File: config.mk
export PLATFORM = sky130hd
export DESIGN_NAME = chi3_round_ctrl
export DESIGN_NICKNAME = d
export VERILOG_FILES = /design/src/rtl/chi3_ctrl_pkg.sv /design/src/rtl/chi3_ctrl_linear.sv /design/src/rtl/chi3_round_ctrl.sv
export SDC_FILE = /design/constraint.sdc
export NUM_CORES = 1
export LEC_CHECK = 0
export ABC_AREA = 1
export BUFFER_PORTS_ARGS = -buffer_cell sky130_fd_sc_hd__buf_2
export CORE_MARGIN = 4
export CORE_UTILIZATION = 40
export CTS_BUF_LIST = sky130_fd_sc_hd__clkbuf_2 sky130_fd_sc_hd__clkbuf_4 sky130_fd_sc_hd__clkbuf_8
export DETAILED_ROUTE_END_ITERATION = 10
export GPL_TIMING_DRIVEN = 0
export PLACE_DENSITY = 0.78
export SKIP_CTS_REPAIR_TIMING = 1
export SLEW_MARGIN = 30
export SYNTH_ARGS = -nofsm -noshare
export SYNTH_HDL_FRONTEND = slang
export SYNTH_SLANG_ARGS = --single-unit
export TNS_END_PERCENT = 100
File: constraint.sdc
create_clock -name clk -period 2.9 [get_ports clk]
set_input_delay 0.435 -clock clk [delete_from_list [all_inputs] [get_ports clk]]
set_output_delay 0.435 -clock clk [all_outputs]
set_load 0.01 [all_outputs]
File: src/rtl/chi3_ctrl_pkg.sv
// Shared types and defaults for the masked Chi3 round controller.
package chi3_ctrl_pkg;

    typedef logic [1:0] share_t;

    typedef struct packed {
        share_t a;
        share_t b;
        share_t c;
    } lane3_t;

    typedef enum logic [1:0] {
        StIdle,
        StEval,
        StCheck,
        StDone
    } state_t;

    localparam logic [3:0] DefaultRc = 4'b1011;

endpackage

File: src/rtl/chi3_ctrl_linear.sv
// Linear layer between rounds: lane rotation plus round-constant injection on share 0.
module chi3_ctrl_linear
    import chi3_ctrl_pkg::*;
(
    input  lane3_t x_i,
    input  logic   rc_i,
    output lane3_t y_o
);

    always_comb begin
        y_o.a = x_i.b;
        y_o.b = x_i.c;
        // Constant goes on share 0 only so the lane value flips without touching share 1.
        y_o.c = x_i.a ^ {1'b0, rc_i};
    end

endmodule

File: src/rtl/chi3_round_ctrl.sv
// Round controller driving an external 2-share Chi3 gadget for ROUNDS rounds.
// CHI3_CTRL_FAULT_DETECT_EN adds a second evaluation per round and a sticky fault flag.
module chi3_round_ctrl
    import chi3_ctrl_pkg::*;
#(
    parameter int unsigned       ROUNDS     = 4,
    parameter int unsigned       GADGET_LAT = 2,
    parameter logic [ROUNDS-1:0] RC         = ROUNDS'(DefaultRc)
) (
    input  logic       clk,
    input  logic       reset,
    input  logic       in_valid,
    output logic       in_ready,
    input  logic [1:0] in_a,
    input  logic [1:0] in_b,
    input  logic [1:0] in_c,
    output logic       out_valid,
    input  logic       out_ready,
    output logic [1:0] out_a,
    output logic [1:0] out_b,
    output logic [1:0] out_c,
    output logic       busy,
    output logic       fault,
    output logic [1:0] gad_a_i,
    output logic [1:0] gad_b_i,
    output logic [1:0] gad_c_i,
    input  logic [1:0] gad_a_o,
    input  logic [1:0] gad_b_o,
    input  logic [1:0] gad_c_o
);

    localparam int unsigned   RW        = (ROUNDS > 1) ? $clog2(ROUNDS) : 1;
    localparam int unsigned   WW        = (GADGET_LAT > 1) ? $clog2(GADGET_LAT) : 1;
    localparam logic [RW-1:0] LastRound = RW'(ROUNDS - 1);
    localparam logic [WW-1:0] LastWait  = WW'(GADGET_LAT - 1);

    state_t        state_q, state_d;
    logic [RW-1:0] round_q, round_d;
    logic [WW-1:0] wcnt_q, wcnt_d;
    lane3_t        st_q, st_d;
    lane3_t        gad_res, lin_out;
    logic          rc_bit, sample, advance;
`ifdef CHI3_CTRL_FAULT_DETECT_EN
    lane3_t        shadow_q, shadow_d;
    logic          fault_q, fault_d;
`endif

    assign gad_res = {gad_a_o, gad_b_o, gad_c_o};
    assign gad_a_i = st_q.a;
    assign gad_b_i = st_q.b;
    assign gad_c_i = st_q.c;
    assign sample  = (wcnt_q == LastWait);

    always_comb begin
        rc_bit = 1'b0;
        for (int unsigned r = 0; r < ROUNDS; r++) begin
            if (round_q == RW'(r)) rc_bit = RC[r];
        end
    end

    chi3_ctrl_linear u_linear (
        .x_i  (gad_res),
        .rc_i (rc_bit),
        .y_o  (lin_out)
    );

    always_comb begin
        state_d  = state_q;
        round_d  = round_q;
        wcnt_d   = wcnt_q;
        st_d     = st_q;
        advance  = 1'b0;
`ifdef CHI3_CTRL_FAULT_DETECT_EN
        shadow_d = shadow_q;
        fault_d  = fault_q;
`endif
        unique case (state_q)
            StIdle: begin
                if (in_valid) begin
                    st_d    = {in_a, in_b, in_c};
                    round_d = '0;
                    wcnt_d  = '0;
                    state_d = StEval;
`ifdef CHI3_CTRL_FAULT_DETECT_EN
                    fault_d = 1'b0;
`endif
                end
            end
            StEval: begin
                if (sample) begin
`ifdef CHI3_CTRL_FAULT_DETECT_EN
                    shadow_d = gad_res;
                    wcnt_d   = '0;
                    state_d  = StCheck;
`else
                    advance  = 1'b1;
`endif
                end else begin
                    wcnt_d = wcnt_q + 1'b1;
                end
            end
`ifdef CHI3_CTRL_FAULT_DETECT_EN
            StCheck: begin
                if (sample) begin
                    // Bitwise compare keeps share 0 against share 0 and share 1 against share 1.
                    if (gad_res == shadow_q) begin
                        advance = 1'b1;
                    end else begin
                        fault_d = 1'b1;
                        st_d    = '0;
                        state_d = StDone;
                    end
                end else begin
                    wcnt_d = wcnt_q + 1'b1;
                end
            end
`endif
            StDone: begin
                if (out_ready) state_d = StIdle;
            end
            default: state_d = StIdle;
        endcase

        if (advance) begin
            st_d = lin_out;
            if (round_q == LastRound) begin
                state_d = StDone;
            end else begin
                round_d = round_q + 1'b1;
                wcnt_d  = '0;
                state_d = StEval;
            end
        end
    end

    always_ff @(posedge clk) begin
        if (!reset) begin
            state_q  <= StIdle;
            round_q  <= '0;
            wcnt_q   <= '0;
            st_q     <= '0;
`ifdef CHI3_CTRL_FAULT_DETECT_EN
            shadow_q <= '0;
            fault_q  <= 1'b0;
`endif
        end else begin
            state_q  <= state_d;
            round_q  <= round_d;
            wcnt_q   <= wcnt_d;
            st_q     <= st_d;
`ifdef CHI3_CTRL_FAULT_DETECT_EN
            shadow_q <= shadow_d;
            fault_q  <= fault_d;
`endif
        end
    end

    always_comb begin
        in_ready  = (state_q == StIdle);
        busy      = (state_q != StIdle);
        out_valid = (state_q == StDone);
        out_a     = out_valid ? st_q.a : '0;
        out_b     = out_valid ? st_q.b : '0;
        out_c     = out_valid ? st_q.c : '0;
`ifdef CHI3_CTRL_FAULT_DETECT_EN
        fault     = fault_q;
`else
        fault     = 1'b0;
`endif
    end

endmodule

# Word level (Yosys, flattened, before mapping)
# Index checks and enable logic that the tools add are counted.
# classes
add_sub_neg	2
n_eq_ne	8
mux	26
n_bitwise	1
n_reduce_logical	7
# op_table
cell	count
2-bit 2-to-1 mux	11
6-bit 2-to-1 mux	3
1-bit 2-to-1 mux	10
2-bit equality test, second input constant	3
2-bit one-hot mux with 3 select lines	1
2-bit nonzero test	3
2-bit by 1-bit equality test with 1-bit output, second input constant	2
2-bit logical NOT	2
3-bit by 1-bit != test with 1-bit output, second input constant	1
3-bit by 2-bit != test with 1-bit output, second input constant	1
3-bit AND reduction	1
2-bit by 1-bit adder with 2-bit output, second input constant	1
2-bit != test, second input constant	1
1-bit one-hot mux with 2 select lines	1
2-bit AND reduction	1
2-bit by 1-bit XOR with 2-bit output	1
1-bit adder, second input constant	1
# totals
regBits	11
out_inout_bits	16
elab_cells	50

# Logic depth before layout (Yosys ltp)
# logic_depth
word_depth	7
ltp_mapped	8
mapped_depth_nobuf	8

# Cells and area by module
# From an unflattened synthesis, not the netlist that was laid out.
# unflattened
cells_unflattened	123
hier_area_um2	757.0
# modules_own_cells
module	instances	cells_each	area_per_inst_um2	seq_area_each_um2
chi3_round_ctrl	1	113	700.7	220.2
chi3_ctrl_linear	1	10	56.3	0.0

# Worst setup path before layout
# Ideal clock, no wire load.
# synth_path
kind	flip-flop to output port
start	reg state_q[0]
end	out out_a[0]
arrival_time_ns	0.717
path_slack_ns	1.748
stages_incl_launch_ff	3
path_buffers	0
cell_sequence	dfxtp_1 nand2_1 nor2_1
# synth_between
elab_chain_len	2
# synth_rtl
item	line	rtl
start, declared	chi3_round_ctrl.sv:37	state_t state_q, state_d;
start signal, assigned	chi3_round_ctrl.sv:138	state_q <= StIdle;
start signal, assigned	chi3_round_ctrl.sv:147	state_q <= state_d;
2-bit equality test	chi3_round_ctrl.sv:161	out_valid = (state_q == StDone);
2-bit 2-to-1 mux	chi3_round_ctrl.sv:162	out_a = out_valid ? st_q.a : '0;
end, declared	chi3_round_ctrl.sv:19	output logic [1:0] out_a,
# No other way between the ends.

# Worst setup path after layout
# layout_path
start	reg state_q[0]
end	out out_c[0]
# layout_between
elab_chain_len	2
# layout_rtl
item	line	rtl
2-bit equality test	chi3_round_ctrl.sv:161	
2-bit 2-to-1 mux	chi3_round_ctrl.sv:164	out_c = out_valid ? st_q.c : '0;
end, declared	chi3_round_ctrl.sv:21	output logic [1:0] out_c,
# No other way between the ends.

==> impl.org <==
** Status
- Status :: finished clean

** Setup path
- Crit. End Element :: output port
- For flop-to-flop paths, the worst setup slack is 1.77 ns.
- Maximum fanout along the worst path :: 7
- Data on the critical path arrives at its endpoint at 1.17 ns.
- The number of cells on the worst reg-to-reg path is 6.
- STA classifies the critical path startpoint as a flop.
- Worst Path Class, Setup :: flop to output port
- Worst EP required :: 2.47 ns
- In this run the critical register-to-register path is launched from state_q[1].
- The worst register-to-register path ends at gad_a_i[0].

** Global routing
- Antenna violations before repair :: 0
- Layer with the highest usage :: met2
- Global route total overflow :: 0
- Via count of the first global-routing pass :: 589
- Entering global routing, the biggest net connects 11 pins.
- Across every metal layer, demand over resource in global routing totals 0.127.
- In the global route stage, met2 resource usage came out at 0.205.
- Wire length of the first global-routing pass :: 2420 µm
- For met1 alone, demand over resource in global routing was 0.150.
- In the global route stage, met3 resource usage came out at 0.0181.

** Die
- Die span in y :: 49.9 µm
- The initial utilization of the core area, before any placement, comes to 0.444.
- Core Rows :: 14
- Num ports :: 32
- Die X-Extent :: 49.9 µm
- Core area :: 1580 µm²
- The die covers 2490 µm².

** Detailed routing
- Routed vias :: 754
- In the routed layout, each cell is associated on average with a via count of 4.54.
- After detailed routing, the number of remaining DRC violations is 0.
- Routed length per instance :: 9.39 µm
- The detail route stage leaves a number of antenna-violating nets equal to 0.
- Initial DRT Pass Iterations :: 4
- After detailed routing, the total wire length is 1560 µm.
- For this block, the initial DRC count from the detailed router was 4.

** Worst hold path
- Endpoint of the worst hold path :: state_q[1]
- Worst hold start :: out_ready
- Along the worst hold path, the cell count comes to 4.
- Class of the tightest hold or removal check :: input port to flop

** Timing
- TNS Setup :: 0 ns
- Period minus WS final :: 1.61 ns
- Setup violations remaining at the end of the flow were counted as 0.
- Worst Clk Skew :: 0.00425 ns
- Worst slack on hold paths :: 0.426 ns
- Final-report max-slew violation count :: 0
- Fraction of the cycle the final worst path needs :: 0.554
- RSZ-0062 raised after global routing :: false
- Least setup slack across all paths after layout :: 1.29 ns
- Achievable frequency :: 0.623 GHz
- Hold Vio Cnt, Final :: 0

** Clock network
- Source-to-sink clock delay at the later pin of the worst-skew pair :: 0.28 ns
- The clock passes through at most 2 buffers.
- Number of buffers created by CTS :: 3
- Library cell used as clock root buffer :: sky130_fd_sc_hd__clkbuf_4
- TritonCTS built the clock tree.
- Clock-pin slew on the worst setup and hold paths :: 0.08 ns
- H-tree depth reported by CTS :: 1
- Total number of clock tree sinks :: 11

** Yosys
- Count of cell types in the netlist :: 17
- The number of nets handed over by synthesis was 135.
- The synthesized netlist occupies a cell area of 701 µm².
- The synthesized design spends more area on one cell type than any other, namely sky130_fd_sc_hd__dfxtp_1.
- After technology mapping, the gate count stands at 117.
- Of the synthesized area, sequential elements account for 0.314.
- Number of synthesized register bits :: 11
- Area share of the largest cell type after synthesis :: 0.314
- Mean instance size in the synthesized netlist :: 5.99 µm²
- Ranked by total cell area, the synthesized netlist is headed by sky130_fd_sc_hd__dfxtp_1, sky130_fd_sc_hd__nand2_1, sky130_fd_sc_hd__nor2_1.
- During synthesis, Yosys emitted a total of 0 warnings.

** Layout
- Commonest cells after routing, fill and taps aside :: sky130_fd_sc_hd__nand2_1, sky130_fd_sc_hd__buf_2, sky130_fd_sc_hd__nor2_1
- Antenna fix cells :: 0
- The final layout contains 169 nets.
- Most common library cell in the layout ignoring fill and taps :: sky130_fd_sc_hd__nand2_1
- The area growth from synthesis to layout is 27.9%.
- In the final layout, the share of cells above drive strength 1 is 0.280.

** Placement
- Dpl hpwl :: 1230 µm
- Buffers on Ports :: 29
- RePlAce Congestion :: 0.701
- Post-place setup slack :: 1.58 ns

** Power and ir drop
- In this run the static leakage power is 0.549 nW.
- Maximum vdd ir drop :: 0.000184 V
- In this run the power density over the cells is 421 nW/µm².

** Flow run
- Max-cap violations :: 0
metal layers:
metal  vias to the layer above  routed length, µm
met5                         -                  0
met4                         0                 44
met3                         4                 94
met2                        24                747
met1                       319                672
li1                        407                  -
cell type report:
class | count | area [µm²]
timing repair buffer | 29 | 145
fill | 179 | 681
clock buffer | 4 | 30.0
inverter | 23 | 86.3
buffer | 4 | 33.8
multi-input combinational | 79 | 360
sequential | 11 | 220
tap | 16 | 20.0
stage by stage:
stage / utilization / std cells / power [W] / cell area [µm²]
4_1_cts: 0.568 / 166 / 0.000380 / 896
3_3_place_gp: 0.549 / 162 / 0.000258 / 866
2_1_floorplan: - / 117 / 0.000231 / 701
3_5_place_dp: 0.549 / 162 / 0.000260 / 866
6_report: 0.568 / 166 / 0.000377 / 896
5_1_grt: 0.568 / 166 / 0.000398 / 896
Yosys cell counts:
library cell	instances
sky130_fd_sc_hd__inv_2	1
sky130_fd_sc_hd__nand2_1	34
sky130_fd_sc_hd__ha_1	2
sky130_fd_sc_hd__o21ai_0	1
sky130_fd_sc_hd__a21oi_1	3
sky130_fd_sc_hd__nand3_1	6
sky130_fd_sc_hd__inv_1	22
sky130_fd_sc_hd__nand3_2	2
sky130_fd_sc_hd__dfxtp_1	11
sky130_fd_sc_hd__nor2_1	26
sky130_fd_sc_hd__a31oi_1	1
sky130_fd_sc_hd__a211oi_1	1
sky130_fd_sc_hd__buf_4	3
sky130_fd_sc_hd__conb_1	1
sky130_fd_sc_hd__nor2_4	1
sky130_fd_sc_hd__nand2_4	1
sky130_fd_sc_hd__buf_6	1
cells by family after synthesis:
logic type	synth area share
AND/OR/NAND/NOR	0.425
buffers and inverters	0.171
flip-flops	0.314
AO/OA/AOI/OAI	0.0482
adder cells (fa/ha/maj)	0.0357
other	0.00535
worst max-delay path, cell delays in order, from the launching register on:
cell                      delay, ns
sky130_fd_sc_hd__dfxtp_1       0.42
sky130_fd_sc_hd__nand2_1       0.20
sky130_fd_sc_hd__nor2_1        0.13
sky130_fd_sc_hd__buf_2         0.14
worst max-delay path by stage:
stage                           from  endpoint  slack [ns]  depth (start not counted)
final                     state_q[0]  out_c[0]        1.29                          3
after global routing      state_q[0]  out_a[1]        1.16                          3
after CTS                 state_q[0]  out_c[0]        1.27                          3
after detailed placement  state_q[0]  out_c[0]        1.58                          3
after global placement    state_q[0]  out_c[0]        1.56                          3
after floorplan           state_q[0]  out_a[0]        1.75                          2
flip-flops by register name, indices dropped and copies added (netlist names):
register / flops
gad_c_i: 2
round_q: 2
gad_a_i: 2
gad_b_i: 2
state_q: 2
sample: 1
report_power, final:
group          switching, W  internal, W  leakage [nW]
Clock             0.0000580    0.0000627        0.0184
Sequential       0.00000760     0.000163        0.0906
Combinational     0.0000485    0.0000368         0.440
Total              0.000114     0.000263         0.549
(Power assumes the default switching activity.)
